File: src/rtl/pikarisc_pkg.sv
// Definitions shared between the PikaRISC instruction memory and its boot loader.
package pikarisc_pkg;

    localparam int IMEM_DEPTH = 256;

    typedef enum logic [1:0] {
        ST_IDLE   = 2'd0,
        ST_LOAD   = 2'd1,
        ST_SETTLE = 2'd2,
        ST_RUN    = 2'd3
    } boot_state_e;

endpackage

File: src/rtl/imem_boot_loader_if.sv
// Word-stream input and instruction-memory test write port of the boot loader.
interface imem_boot_loader_if;

    logic        in_valid;
    logic [31:0] in_data;
    logic        in_ready;
    logic [31:0] imem_waddr;
    logic [31:0] imem_wdata;
    logic        imem_we;

    modport master (
        output in_valid, in_data,
        input  in_ready, imem_waddr, imem_wdata, imem_we
    );

    modport slave (
        input  in_valid, in_data,
        output in_ready, imem_waddr, imem_wdata, imem_we
    );

endinterface

File: src/rtl/loader_settle_cnt.sv
// Settle-delay down-counter: load sets the count, dec steps it toward zero and stops there.
module loader_settle_cnt #(
    parameter int W = 2
) (
    input  logic         clk,
    input  logic         reset,
    input  logic         load_i,
    input  logic [W-1:0] load_val_i,
    input  logic         dec_i,
    output logic         zero_o
);

    logic [W-1:0] cnt_q;
    logic [W-1:0] cnt_d;

    always_comb begin
        cnt_d = cnt_q;
        if (load_i) begin
            cnt_d = load_val_i;
        end else if (dec_i && (cnt_q != '0)) begin
            cnt_d = cnt_q - 1'b1;
        end
    end

    always_ff @(posedge clk or negedge reset) begin
        if (!reset) begin
            cnt_q <= '0;
        end else begin
            cnt_q <= cnt_d;
        end
    end

    assign zero_o = (cnt_q == '0);

endmodule

File: src/rtl/imem_boot_loader.sv
// Boot sequencer: streams words into instrMem, holds the core in reset while loading,
// then releases it after a fixed settle delay.
//
// state  | meaning
// IDLE   | after reset, waiting for load_start
// LOAD   | accepting words and writing them sequentially
// SETTLE | last write draining, core still held in reset
// RUN    | core released; load_start begins a reload
module imem_boot_loader
    import pikarisc_pkg::*;
#(
    parameter int DEPTH       = IMEM_DEPTH,
    parameter int AW          = $clog2(DEPTH),
    parameter int HOLD_CYCLES = 2
) (
    input  logic                    clk,
    input  logic                    reset,
    input  logic                    load_start,
    input  logic [AW:0]             load_len,
    imem_boot_loader_if.slave       bus,
    output logic                    core_reset,
    output logic                    busy,
    output logic                    done,
    output logic [AW:0]             words_loaded
);

    localparam int          CW      = (HOLD_CYCLES < 1) ? 1 : $clog2(HOLD_CYCLES + 1);
    localparam logic [AW:0] DEPTH_W = (AW + 1)'(DEPTH);

    boot_state_e   state_q, state_d;
    logic [AW:0]   len_q, len_d;
    logic [AW:0]   cnt_q, cnt_d;
    logic [AW-1:0] addr_q, addr_d;
    logic          we_q, we_d;
    logic [31:0]   waddr_q, waddr_d;
    logic [31:0]   wdata_q, wdata_d;
    logic          core_reset_q, core_reset_d;
    logic          busy_q, busy_d;
    logic          done_q, done_d;

    logic          in_ready;
    logic          accept;
    logic [AW:0]   start_len;
    logic          settle_load;
    logic          settle_zero;

    // Ready depends only on registered state so the source never sees a loop through in_valid.
    assign in_ready  = (state_q == ST_LOAD) && (cnt_q < len_q);
    assign accept    = bus.in_valid && in_ready;
    assign start_len = (load_len > DEPTH_W) ? DEPTH_W : load_len;

    always_comb begin
        state_d     = state_q;
        len_d       = len_q;
        cnt_d       = cnt_q;
        addr_d      = addr_q;
        we_d        = 1'b0;
        waddr_d     = waddr_q;
        wdata_d     = wdata_q;
        settle_load = 1'b0;

        unique case (state_q)
            ST_IDLE, ST_RUN: begin
                if (load_start) begin
                    len_d  = start_len;
                    cnt_d  = '0;
                    addr_d = '0;
                    if (start_len == '0) begin
                        state_d     = ST_SETTLE;
                        settle_load = 1'b1;
                    end else begin
                        state_d = ST_LOAD;
                    end
                end
            end
            ST_LOAD: begin
                if (accept) begin
                    we_d    = 1'b1;
                    waddr_d = 32'(addr_q);
                    wdata_d = bus.in_data;
                    addr_d  = addr_q + 1'b1;
                    cnt_d   = cnt_q + 1'b1;
                    if ((cnt_q + 1'b1) == len_q) begin
                        state_d     = ST_SETTLE;
                        settle_load = 1'b1;
                    end
                end
            end
            ST_SETTLE: begin
                if (settle_zero) begin
                    state_d = ST_RUN;
                end
            end
            default: state_d = ST_IDLE;
        endcase

        core_reset_d = (state_d == ST_RUN);
        done_d       = (state_d == ST_RUN);
        busy_d       = (state_d == ST_LOAD) || (state_d == ST_SETTLE);
    end

    always_ff @(posedge clk or negedge reset) begin
        if (!reset) begin
            state_q      <= ST_IDLE;
            len_q        <= '0;
            cnt_q        <= '0;
            addr_q       <= '0;
            we_q         <= 1'b0;
            waddr_q      <= '0;
            wdata_q      <= '0;
            core_reset_q <= 1'b0;
            busy_q       <= 1'b0;
            done_q       <= 1'b0;
        end else begin
            state_q      <= state_d;
            len_q        <= len_d;
            cnt_q        <= cnt_d;
            addr_q       <= addr_d;
            we_q         <= we_d;
            waddr_q      <= waddr_d;
            wdata_q      <= wdata_d;
            core_reset_q <= core_reset_d;
            busy_q       <= busy_d;
            done_q       <= done_d;
        end
    end

    // Loaded on SETTLE entry; SETTLE therefore lasts HOLD_CYCLES + 1 cycles.
    loader_settle_cnt #(
        .W (CW)
    ) u_settle_cnt (
        .clk        (clk),
        .reset      (reset),
        .load_i     (settle_load),
        .load_val_i (CW'(HOLD_CYCLES)),
        .dec_i      (state_q == ST_SETTLE),
        .zero_o     (settle_zero)
    );

    assign bus.in_ready   = in_ready;
    assign bus.imem_we    = we_q;
    assign bus.imem_waddr = waddr_q;
    assign bus.imem_wdata = wdata_q;
    assign core_reset     = core_reset_q;
    assign busy           = busy_q;
    assign done           = done_q;
    assign words_loaded   = cnt_q;

endmodule

File: src/flat_wrapper.sv
// flat-port wrapper written by rule: the top's interface ports become plain ports
module imem_boot_loader_flat import pikarisc_pkg::*;
#(
    parameter int DEPTH       = IMEM_DEPTH,
    parameter int AW          = $clog2(DEPTH),
    parameter int HOLD_CYCLES = 2
)
  (clk, reset, load_start, load_len, core_reset, busy, done, words_loaded, bus_in_valid, bus_in_data, bus_in_ready, bus_imem_waddr, bus_imem_wdata, bus_imem_we);
  imem_boot_loader_if bus_i ();
  input  logic clk;
  input  logic reset;
  input  logic load_start;
  input  logic [AW:0] load_len;
  output logic core_reset;
  output logic busy;
  output logic done;
  output logic [AW:0] words_loaded;
  input wire logic [$bits(bus_i.in_valid)-1:0] bus_in_valid;
  input wire logic [$bits(bus_i.in_data)-1:0] bus_in_data;
  output wire logic [$bits(bus_i.in_ready)-1:0] bus_in_ready;
  output wire logic [$bits(bus_i.imem_waddr)-1:0] bus_imem_waddr;
  output wire logic [$bits(bus_i.imem_wdata)-1:0] bus_imem_wdata;
  output wire logic [$bits(bus_i.imem_we)-1:0] bus_imem_we;
  assign bus_i.in_valid = bus_in_valid;
  assign bus_i.in_data = bus_in_data;
  assign bus_in_ready = bus_i.in_ready;
  assign bus_imem_waddr = bus_i.imem_waddr;
  assign bus_imem_wdata = bus_i.imem_wdata;
  assign bus_imem_we = bus_i.imem_we;
  imem_boot_loader #(.DEPTH(DEPTH), .AW(AW), .HOLD_CYCLES(HOLD_CYCLES)) u_core (.clk(clk), .reset(reset), .load_start(load_start), .load_len(load_len), .bus(bus_i), .core_reset(core_reset), .busy(busy), .done(done), .words_loaded(words_loaded));
endmodule
File: config.mk
export PLATFORM = sky130hd
export DESIGN_NAME = imem_boot_loader_flat
export DESIGN_NICKNAME = d
export VERILOG_FILES = /design/src/rtl/pikarisc_pkg.sv /design/src/rtl/imem_boot_loader_if.sv /design/src/rtl/loader_settle_cnt.sv /design/src/rtl/imem_boot_loader.sv /design/src/flat_wrapper.sv
export SDC_FILE = /design/constraint.sdc
export NUM_CORES = 1
export LEC_CHECK = 0
export ABC_AREA = 1
export BUFFER_PORTS_ARGS = -buffer_cell sky130_fd_sc_hd__buf_2
export CAP_MARGIN = 20
export CORE_MARGIN = 10
export CORE_UTILIZATION = 50
export CTS_BUF_LIST = sky130_fd_sc_hd__clkbuf_2
export DETAILED_ROUTE_END_ITERATION = 8
export PLACE_DENSITY = 0.78
export SLEW_MARGIN = 20
export SYNTH_ARGS = -nofsm -noshare
export SYNTH_HDL_FRONTEND = slang
export SYNTH_HIERARCHICAL = 1
export SYNTH_SLANG_ARGS = --single-unit
File: constraint.sdc
create_clock -name clk -period 3 [get_ports clk]
set_input_delay 0.45 -clock clk [delete_from_list [all_inputs] [get_ports clk]]
set_output_delay 0.45 -clock clk [all_outputs]
set_load 0.02 [all_outputs]
; ---- Word level (Yosys, flattened, before mapping)
; Index checks and enable logic that the tools add are counted.
[word_totals]
latch_bits = 0
wordCells = 60
output_inout_bits = 78
mem_bits_rw = 0
mem_bits_ro = 0
input_bits = 45
n_memories = 0
regBits = 73
[classes]
mul = 0
eq_ne = 9
bitwise = 0
muxes = 22
add_sub_neg = 3
div = 0
shifts = 0
n_lt_le_gt_ge = 2
reduce_logical = 14
[ops]
columns = op, n
row1 = two-way mux 9 bit, 3
row2 = one-hot mux 9 bit (2 select lines), 1
row3 = two-way mux 8 bit, 2
row4 = one-hot mux 8 bit (2 select lines), 1
row5 = two-way mux 2 bit, 7
row6 = "adder 9 x 1 -> 9 bit, second input constant", 1
row7 = == test 9 bit, 1
row8 = "greater-than comparator 9 bit, second input constant", 1
row9 = logical NOT 9 bit, 1
row10 = less-than comparator 9 bit, 1
row11 = "adder 8 x 1 -> 8 bit, second input constant", 1
row12 = "== test 2 bit, second input constant", 4
row13 = two-way mux 1 bit, 6
row14 = one-hot mux 2 bit (3 select lines), 1
row15 = nonzero test 2 bit, 3
row16 = "== test 2 x 1 -> 1 bit, second input constant", 2
row17 = logical NOT 2 bit, 2
row18 = AND reduction 2 bit, 2
row19 = logical AND 1 bit, 3
row20 = AND reduction 3 bit, 1
row21 = "!= test 2 x 1 -> 1 bit, second input constant", 1
row22 = "!= test 2 bit, second input constant", 1
row23 = one-hot mux 1 bit (2 select lines), 1
row24 = OR reduction 2 bit, 1
row25 = other kinds (2), 2

; ---- Longest topological paths before layout
; Gate-level depths: netlist of run 1.
[depth]
word_depth = 8
depth_mapped = 18
depth_no_buf = 17

; ---- Hierarchy
; Netlist of run 1, hierarchy kept.
[modules_own_cells]
columns = module, cells_per_inst, area_per_inst_um2, instances, seq_area_each_um2
row1 = imem_boot_loader, 488, 3862.5, 1, 1776.7
row2 = loader_settle_cnt, 19, 127.6, 1, 50.0

; ---- Worst setup path before layout of run 1
; No wires, ideal clock.
[synth_timing]
path_kind = register to register
from = reg u_core.cnt_q[2] (netlist: u_core/words_loaded[2])
to = reg u_core.u_settle_cnt.cnt_q[0]
setup_slack_ns = 0.626
n_path_buf = 1
period_less_slack_ns = 2.374
t_arrival_ns = 2.258
stages_incl_launch_ff = 17
setup_ns = 0.116
required_ns = 2.884
path_cell_list = dfrtp_1 > ha_1 > nand2_1 > nand2_1 > nand2_1 > nand2_1 > nand2_1 > nand3_2 > nor2_4 > nand2_2 > buf_4 > nor2_1 > nand2_1 > a21oi_1 > o21ai_0 > nand2_1 > nand2_1
[synth_via]
elab_chain_cells = 6
elab_cells_between_ends = 10
classes_between = add/sub (1) / order compare (1) / eq/ne (1) / mux (4) / reduce/logical (3)
[synth_lines]
columns = item, line
row1 = "start, declared", imem_boot_loader.sv:32  ; logic [AW:0] cnt_q, cnt_d;
row2 = "start signal, assigned", imem_boot_loader.sv:117  ; cnt_q <= cnt_d;
row3 = less-than comparator 9 bit (*), imem_boot_loader.sv:48  ; assign in_ready = (state_q == ST_LOAD) && (cnt_q < len_q);
row4 = logical AND 1 bit (*), imem_boot_loader.sv:48
row5 = named net bus_in_ready, flat_wrapper.sv:20  ; output wire logic [$bits(bus_i.in_ready)-1:0] bus_in_ready;
row6 = logical AND 1 bit (*), imem_boot_loader.sv:49  ; assign accept = bus.in_valid && in_ready;
row7 = two-way mux 1 bit (*), imem_boot_loader.sv:77  ; if (accept) begin
row8 = one-hot mux 1 bit (2 select lines) (*), imem_boot_loader.sv:62  ; unique case (state_q)
row9 = named net u_core.settle_load, imem_boot_loader.sv:44  ; logic settle_load;
row10 = two-way mux 2 bit or nonzero test 2 bit (tied branches), --
row11 = "end signal, assigned", loader_settle_cnt.sv:29  ; cnt_q <= cnt_d;
row12 = "end, declared", loader_settle_cnt.sv:13  ; logic [W-1:0] cnt_q;
; The timed path passes the listed nets; every way through them passes the cells marked *.
; A chain may end at the register's enable or synchronous reset.

; ---- Final worst setup path of run 1
[layout_timing]
from = reg u_core.cnt_q[2] (netlist: u_core/words_loaded[2])
to = out bus_in_ready
[layout_via]
elab_chain_cells = 2
[layout_lines]
columns = item, line
row1 = less-than comparator 9 bit, imem_boot_loader.sv:48
row2 = logical AND 1 bit, imem_boot_loader.sv:48
row3 = "end, declared", flat_wrapper.sv:20
; No other way between the ends.

==> impl_results.md, run 1 <==
* Cell Chain, Critical Path: ha_1, nand2_1, nand2_1, nand2_1, nand2_1, nand2_1, nand3_2, nor2_4, buf_2
* Setup tns final at 0 ns
* Commonest non-fill, non-tap cell in the layout: nand2_1
* Post-cts resize count at 0
* First-pass GRT wire length at about 16000 um
* Die Span X at ~110 um
* Clock transition at path regs at approximately 0.2 ns
* Final period utilization at 0.849
* Worst Path Arrival at 2.10 ns
* Initial DRC Count at 160
* Num CTS Buffers at 9
* IR Drop Worst-Case VDD at 270 uV
* Crit path launch type: flop
* Ys Warns at 6
* Slew HR at 0.391
* TritonRoute pass-1 iters at 5
* Worst-skew pair later-pin latency at 0.51 ns
* Synth-to-layout area growth at 16.1%
* Leak at approximately 2.6 nW
* Netlist cell types at 35
* Slowest-stage cell, CP: dfrtp_1
* Pins Over Slew Limit at 0
* Final core utilization at 0.599
* Routed Antenna Nets at 0
* Upper clock frequency limit at 392 MHz
* Gr usage total at 0.161
* Initial antenna violation count at 1
* Critical-path maximum fanout at 9
* DR WL/cell at 13.9 um
* Chip height at around 110 um
* Hold Crit Class: in2async
* Rows at 32
* Worst setup margin at 0.452 ns
* Post-synthesis register bit count at 73
* TritonCTS clock tree: built
* Final min period at 2.55 ns
* Pwr dens at approximately 580 nW/um^2
* RSZ-0062 raised after global routing: no
* Max_cap viols at 0
* Most frequent cells in the layout: 202 x nand2_1, 97 x buf_2, 73 x dfrtp_1
* Pin count of the biggest net entering global routing at 74
* # IOs at roughly 120
* Final Hold Vio Count at 0
* Status: completed
* Layout Skew at approximately 0.046 ns
* Ys async rst share at 1.00
* Crit Path Class: reg2out
* CTS H-tree lvls at 3
* Post-synth EDFFs at 0
* CTS max path bufs at 2
* Mapped cell area at between 3000 and 4000 sq um
* Post-CTS setup buffer count at 0
* Core Area at 7730 sq um
* DRC viols at 0
* Clk sinks at 73
* Setup WS pre-CTS at 0.702 ns
* CP endpoint kind: primary output
* Required time of the worst setup path at 2.55 ns
* Die area at 12000 sq um
* Port Buffers at 98
* Vias at 3391
* Final #Nets at 666
* DRT Wirelength at 9920 um
* Fillers at 731
* Worst-margin pin slew at a little over 0.9 ns
* Sequential area share after synthesis at 0.458
* CP most frequent cell: nand2_1
* Routed vias/inst at 4.75
* Syn Inst Count at 507
* Crit path max-delay family: flip-flops
* Hold buffer count at CTS at 0
* Remaining Overflow, GRT at 0
* Placer congestion estimate at 0.909
* HPWL Detailed at 7500 um
* Synth Flop Type: dfrtp_1
* Effective utilization at floorplan at 0.516
* Vias in the first global route at 3305
* CTS Root Cell: clkbuf_2
* Ratio of cells with drive above 1 in the final layout at 0.239
* WP buf/inv at 1
* Post-synthesis area per instance at 7.87 sq um
* Final number of setup-violating endpoints at 0
* Biggest cell delay along the critical path at 0.53 ns
## path summary, 6_finish.rpt
check | start | to | slack [ns] | cells after the start
max in group asynchronous | reset | u_core/bus.imem_waddr[3] | 2.34 | 1
worst max register to register | u_core/words_loaded[2] | u_core/u_settle_cnt/cnt_q[1] | 0.63 | 16
min in group clk | bus_in_data[1] | u_core/bus.imem_wdata[1] | 0.11 | 3
worst min register to register | u_core/bus.imem_wdata[20] | u_core/bus.imem_wdata[20] | 0.50 | 2
worst max-delay path | u_core/words_loaded[2] | bus_in_ready | 0.45 | 9
worst min-delay path | reset | u_core/words_loaded[4] | 0.04 | 1
## logic make-up (layout without fill, tap and decap cells)
logic type / after synthesis / in the layout / share of synthesized area
AO/OA/AOI/OAI: 50 / 50 / 0.0809
adder cells (fa/ha/maj): 15 / 15 / 0.0470
buffers and inverters: 91 / 171 / 0.116
other: 2 / 27 / 0.00188
XOR/XNOR: 5 / 5 / 0.0110
AND/OR/NAND/NOR: 271 / 271 / 0.286
flip-flops: 73 / 73 / 0.458
## power by group
part           total (W)  switching, W  internal, W
Clock           0.000722      0.000357     0.000365
Sequential       0.00122      0.000115      0.00111
Combinational   0.000723      0.000482     0.000241
## per-stage QoR
step	instances	cell area, sq um	power [W]	hold slack [ns]
after global routing	714	4630	0.00284	0.0499
after detailed placement	697	4460	0.00196	0.460
after global placement	697	4460	0.00194	0.457
final	714	4630	0.00267	0.0435
after floorplan	531	4080	0.00174	0.154
after CTS	713	4630	0.00269	0.0462
## final cells by class
cell class / count / area, sq um / share of cell area
sequential: 73 / 1830 / 0.394
multi-input combinational: 367 / 1790 / 0.387
timing repair buffer: 101 / 515 / 0.111
inverter: 54 / 203 / 0.0438
tap: 102 / 128 / 0.0276
clock inverter: 6 / 114 / 0.0246
clock buffer: 10 / 50.0 / 0.0108
antenna: 1 / 2.50 / 0.000540
## layer usage
metal  wire, um  vias up  global-route usage  share of wire
met5          0        -                   0              0
met1       4110     1557               0.196           0.41
met2       5100       89               0.270           0.51
li1           -     1732                   -              -
met3        540       13              0.0310          0.054
met4        166        0              0.0697          0.017
## cell usage after synthesis, types with 2 or more instances
cell	instances	share of area
a21oi_1	8	0.010
buf_2	6	0.0075
buf_4	26	0.049
buf_6	2	0.0056
clkbuf_1	3	0.0028
conb_1	2	0.0019
dfrtp_1	73	0.46
ha_1	15	0.047
inv_1	50	0.047
inv_2	3	0.0028
nand2_1	202	0.19
nand2_2	4	0.0063
nand3_1	26	0.033
nand3b_1	2	0.0038
nand4_1	2	0.0031
nor2_1	21	0.020
nor2_2	2	0.0031
nor2_4	2	0.0056
nor3_1	3	0.0038
nor4_1	2	0.0031
o21ai_0	18	0.023
o21ai_2	13	0.029
o21bai_1	2	0.0038
o22ai_1	5	0.0078
xor2_1	5	0.011
## sequential cells by signal, summed over array words and instances, names as in the netlist
name	count
u_core/words_loaded	9
u_core/bus.imem_we	1
u_core/u_settle_cnt/cnt_q	2
u_core/len_q	9
u_core/addr_q	8
u_core/busy	1
u_core/bus.imem_wdata	32
u_core/bus.imem_waddr	8
u_core/done	1
u_core/state_q	2
(Power assumes the default switching activity.)
==> run 2: changes to the inputs <==
--- a/config.mk
+++ b/config.mk
@@ -5,7 +5,7 @@
 export SDC_FILE = /design/constraint.sdc
 export NUM_CORES = 1
 export LEC_CHECK = 0
-export ABC_AREA = 1
+export ABC_AREA = 0
 export BUFFER_PORTS_ARGS = -buffer_cell sky130_fd_sc_hd__buf_2
 export CAP_MARGIN = 20
 export CORE_MARGIN = 10
==> constraint.sdc (replaced) <==
create_clock -name clk -period 2.5 [get_ports clk]
set_input_delay 0.375 -clock clk [delete_from_list [all_inputs] [get_ports clk]]
set_output_delay 0.375 -clock clk [all_outputs]
set_load 0.02 [all_outputs]
==> run 2 against run 1 <==
The run now ends with negative setup slack left; die area down 0.54%; clock power down 12%; clock skew up 0.0081 ns; hold slack worse by 0.027 ns; critical path type unchanged; critical endpoint unchanged; highest routed layer unchanged.
==> impl_results.md, run 2 <==
* Status: complete, but fails checks
* Failing checks: negative setup slack
* TritonCTS clock tree: built
* Top cells by area, synth: dfrtp_1 46%, nand2_1 14%, buf_4 4.9%
* Largest family of logic cells by synthesized area: simple AND/OR/NAND/NOR gates
* CP endpoint kind: primary output
* Synth Flop Type: dfrtp_1
* Hold Crit Class: in2reg
* Cell-internal power at 0.00339 W
* Core Area at 7730 sq um
* Top cell type by total area after synthesis: dfrtp_1
* Vias in the first global route at roughly 3700
* Worst Path Arrival at 2.21 ns
* DR WL/cell at ~16 um
* Post-synth top area share at 0.461
* Gr usage total at 0.190
* Ratio of cells with drive above 1 in the final layout at 0.303
* Reg power frac at 0.309
* Routed Antenna Nets at 0
* Clock share of power at 0.098
* Final number of setup-violating endpoints at 5
* Top post-synthesis cells by count: 151 x nand2_1, 73 x dfrtp_1, 26 x buf_4
* Num CTS Buffers at 9
* Hold depth at 3
* Comb pwr share at 0.593
* Effective utilization at floorplan at 0.513
* Post-Layout Cell Count at 710
* Die Span X at 109 um
* Final period utilization at 1.03
* CTS Root Cell: clkbuf_2
* Clk sinks at 73
* Slew HR at 0.624
* Synth-to-layout area growth at 32.1%
* DP Cell Count at 651
* Worst setup margin at -0.0860 ns
* Ys Warns at 6
* Critical-path maximum fanout at 2
* Post-synth EDFFs at 0
* Worst-skew pair later-pin latency at roughly 0.57 ns
* Ys async rst share at 1.00
* Upper clock frequency limit at 387 MHz
* Netlist cell types at 55
* CTS H-tree lvls at 3
* Final #Nets at 662
* Initial antenna violation count at 1
* TritonRoute pass-1 iters at 5
* Mux share of post-synthesis cell area at 0.0155
* Pin count of the biggest net entering global routing at 51
* Synth Area in Compound Gates at 0.130
* Final min period at 2.59 ns
* Sequential area share after synthesis at 0.461
* Max_cap viols at 0
* Largest register FFs at 32
* Most frequent cells in the layout: 151 x nand2_1, 97 x buf_2, 71 x dfrtp_1
* Post-synthesis adder-cell area fraction at 0.0473
* DRC viols at 0
* Pwr dens at roughly 1200 nW/um^2
* Xor/xnor share of the synthesized area at 0.0243
* Layout Skew at 0.0540 ns
* Final Hold Vio Count at 0
* Port Buffers at 98
* Clock transition at path regs at 0.22 ns
* Mapped cell area at 3960 sq um
* Routed vias/inst at between 5 and 6
* Sw Share at 0.476
* Leak at 2.67 nW
* Commonest non-fill, non-tap cell in the layout: nand2_1
* Syn Inst Count at ~450
* HPWL Detailed at ~8000 um
* Required time of the worst setup path at 2.12 ns
* R2R cell count at 11
* Placer congestion estimate at 0.867
* NetSw at between 0.003 and 0.004 W
* Die area at 11900 sq um
* CTS max path bufs at 2
* Vias at 3715
* Setup WS pre-CTS at between 0.02 and 0.025 ns
* # IOs at 123
* Crit path launch type: flop
* Post-synthesis register bit count at 73
* Crit Path Class: reg2out
* Chip height at 109 um
* Post-synthesis area per instance at 8.85 sq um
* Top-count cell post-synth: nand2_1
* Post-Synth Simple-Gate Area at 0.232
* Total power at ~0.0065 W
* Worst-margin pin slew at between 0.5 and 0.6 ns
* Rows at 32
* DRT Wirelength at 11400 um
* First-pass GRT wire length at 18300 um
* Remaining Overflow, GRT at 0
* Pins Over Slew Limit at 0
* Initial DRC Count at 218
* RSZ-0062 raised after global routing: yes
* IR Drop Worst-Case VDD at 723 uV
run 2: cell type report:
cell class	instances	area [sq um]
Antenna cell	1	2.50
Clock buffer	9	45.0
Clock inverter	7	60.1
Fill cell	623	2490
Inverter	18	70.1
Multi-Input combinational cell	336	1980
Sequential cell	73	1830
Tap cell	102	128
Timing Repair Buffer	164	1120
run 2: routing by layer:
layer  vias up  share of wire  track usage
met5         -              0            0
met4         0          0.017       0.0725
met3        18          0.082       0.0401
met2       169           0.50        0.320
met1      1744           0.40        0.232
li1       1784              -            -
run 2: worst max-delay path, cell delays in order (launching register included):
cell and delay [ns]:
dfrtp_1 0.45, inv_2 0.09, ha_4 0.20, a211oi_2 0.20, nand2_1 0.11, o211a_1 0.23
o21ai_1 0.12, and2_1 0.16, buf_6 0.12
run 2: kinds of logic after synthesis:
family / after synthesis
AOI/OAI and AO/OA: 69
xor gates and xnor gates: 11
adders and majority gates: 15
buffers and inverters: 63
DFF: 73
muxes: 6
other: 2
and+or+nand+nor: 209
run 2: power groups by stage:
stage | Sequential, W | Clock [W] | Combinational [W]
3_3_place_gp | 0.00199 | 0 | 0.00321
3_5_place_dp | 0.00202 | 0 | 0.00331
4_1_cts | 0.00199 | 0.000637 | 0.00350
6_report | 0.00200 | 0.000632 | 0.00384
2_1_floorplan | 0.00243 | 0 | 0.00180
5_1_grt | 0.00207 | 0.000687 | 0.00421
run 2: repair_timing:
item | 4_1_cts | 5_1_grt
pin swaps | 8 | 12
resized for setup | 7 | 25
gates cloned | 0 | 1
setup endpoints to repair | 3 | 57
hold buffers | 25 | 0
hold endpoints to repair | 47 | 0
setup buffers | 6 | 10
run 2: path summary, 6_finish.rpt:
check                                          startpoint                        end  slack (ns)
worst max-delay path                      u_core/len_q[6]               bus_in_ready       -0.09
worst min-delay path                       bus_in_data[2]   u_core/bus.imem_wdata[2]        0.02
worst max register to register            u_core/len_q[6]                u_core/busy       -0.08
worst min register to register  u_core/bus.imem_wdata[27]  u_core/bus.imem_wdata[27]        0.50
max in group asynchronous                           reset     u_core/words_loaded[6]        1.49
min in group asynchronous                           reset   u_core/bus.imem_wdata[7]        0.28
run 2: through the flow:
step                hold WS (ns)  instance area [sq um]  utilization  setup TNS, ns
finish                    0.0163                   5240        0.678         -0.268
global route            0.000912                   5240        0.678          -1.12
CTS                      0.00204                   5020        0.650        -0.0443
detailed placement         0.400                   4590        0.594              0
global placement           0.393                   4590        0.594              0
floorplan                 0.0794                   4060            -              0
==> run 3: changes to the inputs <==
--- a/config.mk
+++ b/config.mk
@@ -9,10 +9,10 @@
 export BUFFER_PORTS_ARGS = -buffer_cell sky130_fd_sc_hd__buf_2
 export CAP_MARGIN = 20
 export CORE_MARGIN = 10
-export CORE_UTILIZATION = 50
+export CORE_UTILIZATION = 48
 export CTS_BUF_LIST = sky130_fd_sc_hd__clkbuf_2
 export DETAILED_ROUTE_END_ITERATION = 8
-export PLACE_DENSITY = 0.78
+export PLACE_DENSITY = 0.79
 export SLEW_MARGIN = 20
 export SYNTH_ARGS = -nofsm -noshare
 export SYNTH_HDL_FRONTEND = slang
==> constraint.sdc (replaced) <==
create_clock -name clk -period 2.35 [get_ports clk]
set_input_delay 0.3525 -clock clk [delete_from_list [all_inputs] [get_ports clk]]
set_output_delay 0.3525 -clock clk [all_outputs]
set_load 0.02 [all_outputs]
==> run 3 against run 2 <==
The run still ends with negative setup slack left; flip-flop and latch count is the same; critical path depth increased by 2; combinational power rose by 26%; final area rose by 9.1%; utilization rose by 2.4 points; worst setup slack worse by 0.084 ns; sequential power increased by 8%; clock skew down 0.025 ns; via count rose by 4.7%; critical endpoint is now u_core/addr_q[1]; highest routed layer unchanged.
==> impl_results.md, run 3 (same netlist as run 2, synthesis figures left out) <==
* Routed Antenna Nets at 0
* Initial DRC Count at 376
* Upper clock frequency limit at 397 MHz
* First-pass GRT wire length at 18900 um
* Placer congestion estimate at 0.886
* DRC viols at 0
* R2R cell count at 10
* Clock transition at path regs at 0.23 ns
* Hold Crit Class: in2reg
* Pin count of the biggest net entering global routing at 43
* Ratio of cells with drive above 1 in the final layout at 0.363
* Layout Skew at ~0.029 ns
* HPWL Detailed at 8280 um
* Reg-to-reg slack, setup at -0.17 ns
* Vias at 3888
* Core Area at 8130 sq um
* Die area at 12300 sq um
* Synth-to-layout area growth at 44.1%
* Pwr dens at 1340 nW/um^2
* Pins Over Slew Limit at 0
* Hold depth at 3
* Critical-path maximum fanout at 5
* Initial antenna violation count at 0
* Clk sinks at between 70 and 80
* Failing checks: negative setup slack
* Required time of the worst setup path at 2.79 ns
* CTS max path bufs at 2
* Max_cap viols at 0
* Most frequent cells in the layout: 142 x nand2_1, 97 x buf_2, 66 x dfrtp_1
* Die Span X at about 110 um
* Vias in the first global route at 3932
* CTS Root Cell: clkbuf_2
* Crit path launch type: flop
* # IOs at 123
* Largest register FFs at 32
* Worst Path Arrival at just under 3 ns
* Final period utilization at 1.07
* Final min period at roughly 2.5 ns
* Total power at 0.00766 W
* Remaining Overflow, GRT at 0
* DR WL/cell at 16.9 um
* Worst-skew pair later-pin latency at around 0.56 ns
* Ant. Diodes at 0
* TritonRoute pass-1 iters at 5
* Crit Path Class: reg2reg
* Hold Path Sink: u_core/len_q[0]
* Effective utilization at floorplan at 0.487
* Setup tns final at -1.75 ns
* Port Buffers at 98
* DRT Wirelength at 12600 um
* Gr usage total at 0.184
* Status: complete, but fails checks
* IR Drop Worst-Case VDD at slightly above 600 uV
* RR Endpoint: u_core/addr_q[1]
* R2r startpoint: u_core/words_loaded[6]
* Min-delay src: load_len[0]
* Worst setup margin at -0.170 ns
* TritonCTS clock tree: built
* Final Hold Vio Count at 0
* Chip height at 111 um
* CTS H-tree lvls at 3
* RSZ-0062 raised after global routing: yes
* Commonest non-fill, non-tap cell in the layout: nand2_1
* Final number of setup-violating endpoints at 17
* Final #Nets at 692
* Worst hold slack at ~0.047 ns
* Num CTS Buffers at 9
* Leak at between 2 and 3 nW
* Routed vias/inst at 5.24
* Rows at 33
* CP endpoint kind: flop
-- run 3: per-stage QoR --
stage	setup slack [ns]	std cells	util	cell area [sq um]
after floorplan	-0.0337	472	-	4130
after CTS	-0.210	732	0.673	5470
final	-0.170	742	0.702	5710
after global placement	0.00463	667	0.583	4740
after global routing	-0.280	742	0.702	5710
after detailed placement	-0.0590	667	0.583	4740
-- run 3: critical path, cell delays in order, from the launching register on --
cell and delay [ns]:
dfrtp_2 0.48, ha_4 0.25, a211oi_2 0.17, nand2_1 0.10, buf_4 0.14, o2111a_2 0.30, buf_4 0.15, buf_6 0.11
o31a_1 0.29, buf_6 0.15, a221o_1 0.29
-- run 3: power breakdown --
group | switching [W] | leakage [nW] | internal, W
clock network | 0.000520 | 0.0575 | 0.000157
registers | 0.000367 | 0.927 | 0.00179
logic | 0.00269 | 1.87 | 0.00213
-- run 3: worst max-delay path by stage --
stage	from	end	slack, ns
final	u_core/words_loaded[6]	u_core/addr_q[1]	-0.17
after global routing	u_core/len_q[3]	u_core/u_settle_cnt/cnt_q[1]	-0.28
after CTS	u_core/words_loaded[2]	bus_in_ready	-0.21
after detailed placement	u_core/len_q[6]	u_core/words_loaded[4]	-0.06
after global placement	u_core/words_loaded[6]	u_core/words_loaded[4]	0.005
after floorplan	u_core/words_loaded[4]	u_core/u_settle_cnt/cnt_q[0]	-0.03
-- run 3: layout make-up --
| type | instances | area, sq um |
|---|---|---|
| Clock inverter | 7 | 60.1 |
| Timing Repair Buffer | 193 | 1420 |
| Multi-Input combinational cell | 337 | 2140 |
| Clock buffer | 9 | 45.0 |
| Sequential cell | 73 | 1840 |
| Fill cell | 599 | 2420 |
| Inverter | 18 | 72.6 |
| Tap cell | 105 | 131 |
-- run 3: metal layers --
layer,vias to the layer above,track usage,wire (um)
met5,-,0,0
met4,0,0.0729,226
met3,23,0.0411,759
met2,144,0.322,6370
met1,1878,0.211,5220
li1,1843,-,-
-- run 3: repair_timing --
item / in CTS / in global routing
setup buffers: 14 / 9
setup endpoints to repair: 11 / 32
hold endpoints to repair: 47 / 0
resized for setup: 29 / 34
gates cloned: 2 / 2
hold buffers: 33 / 0
pin swaps: 12 / 8
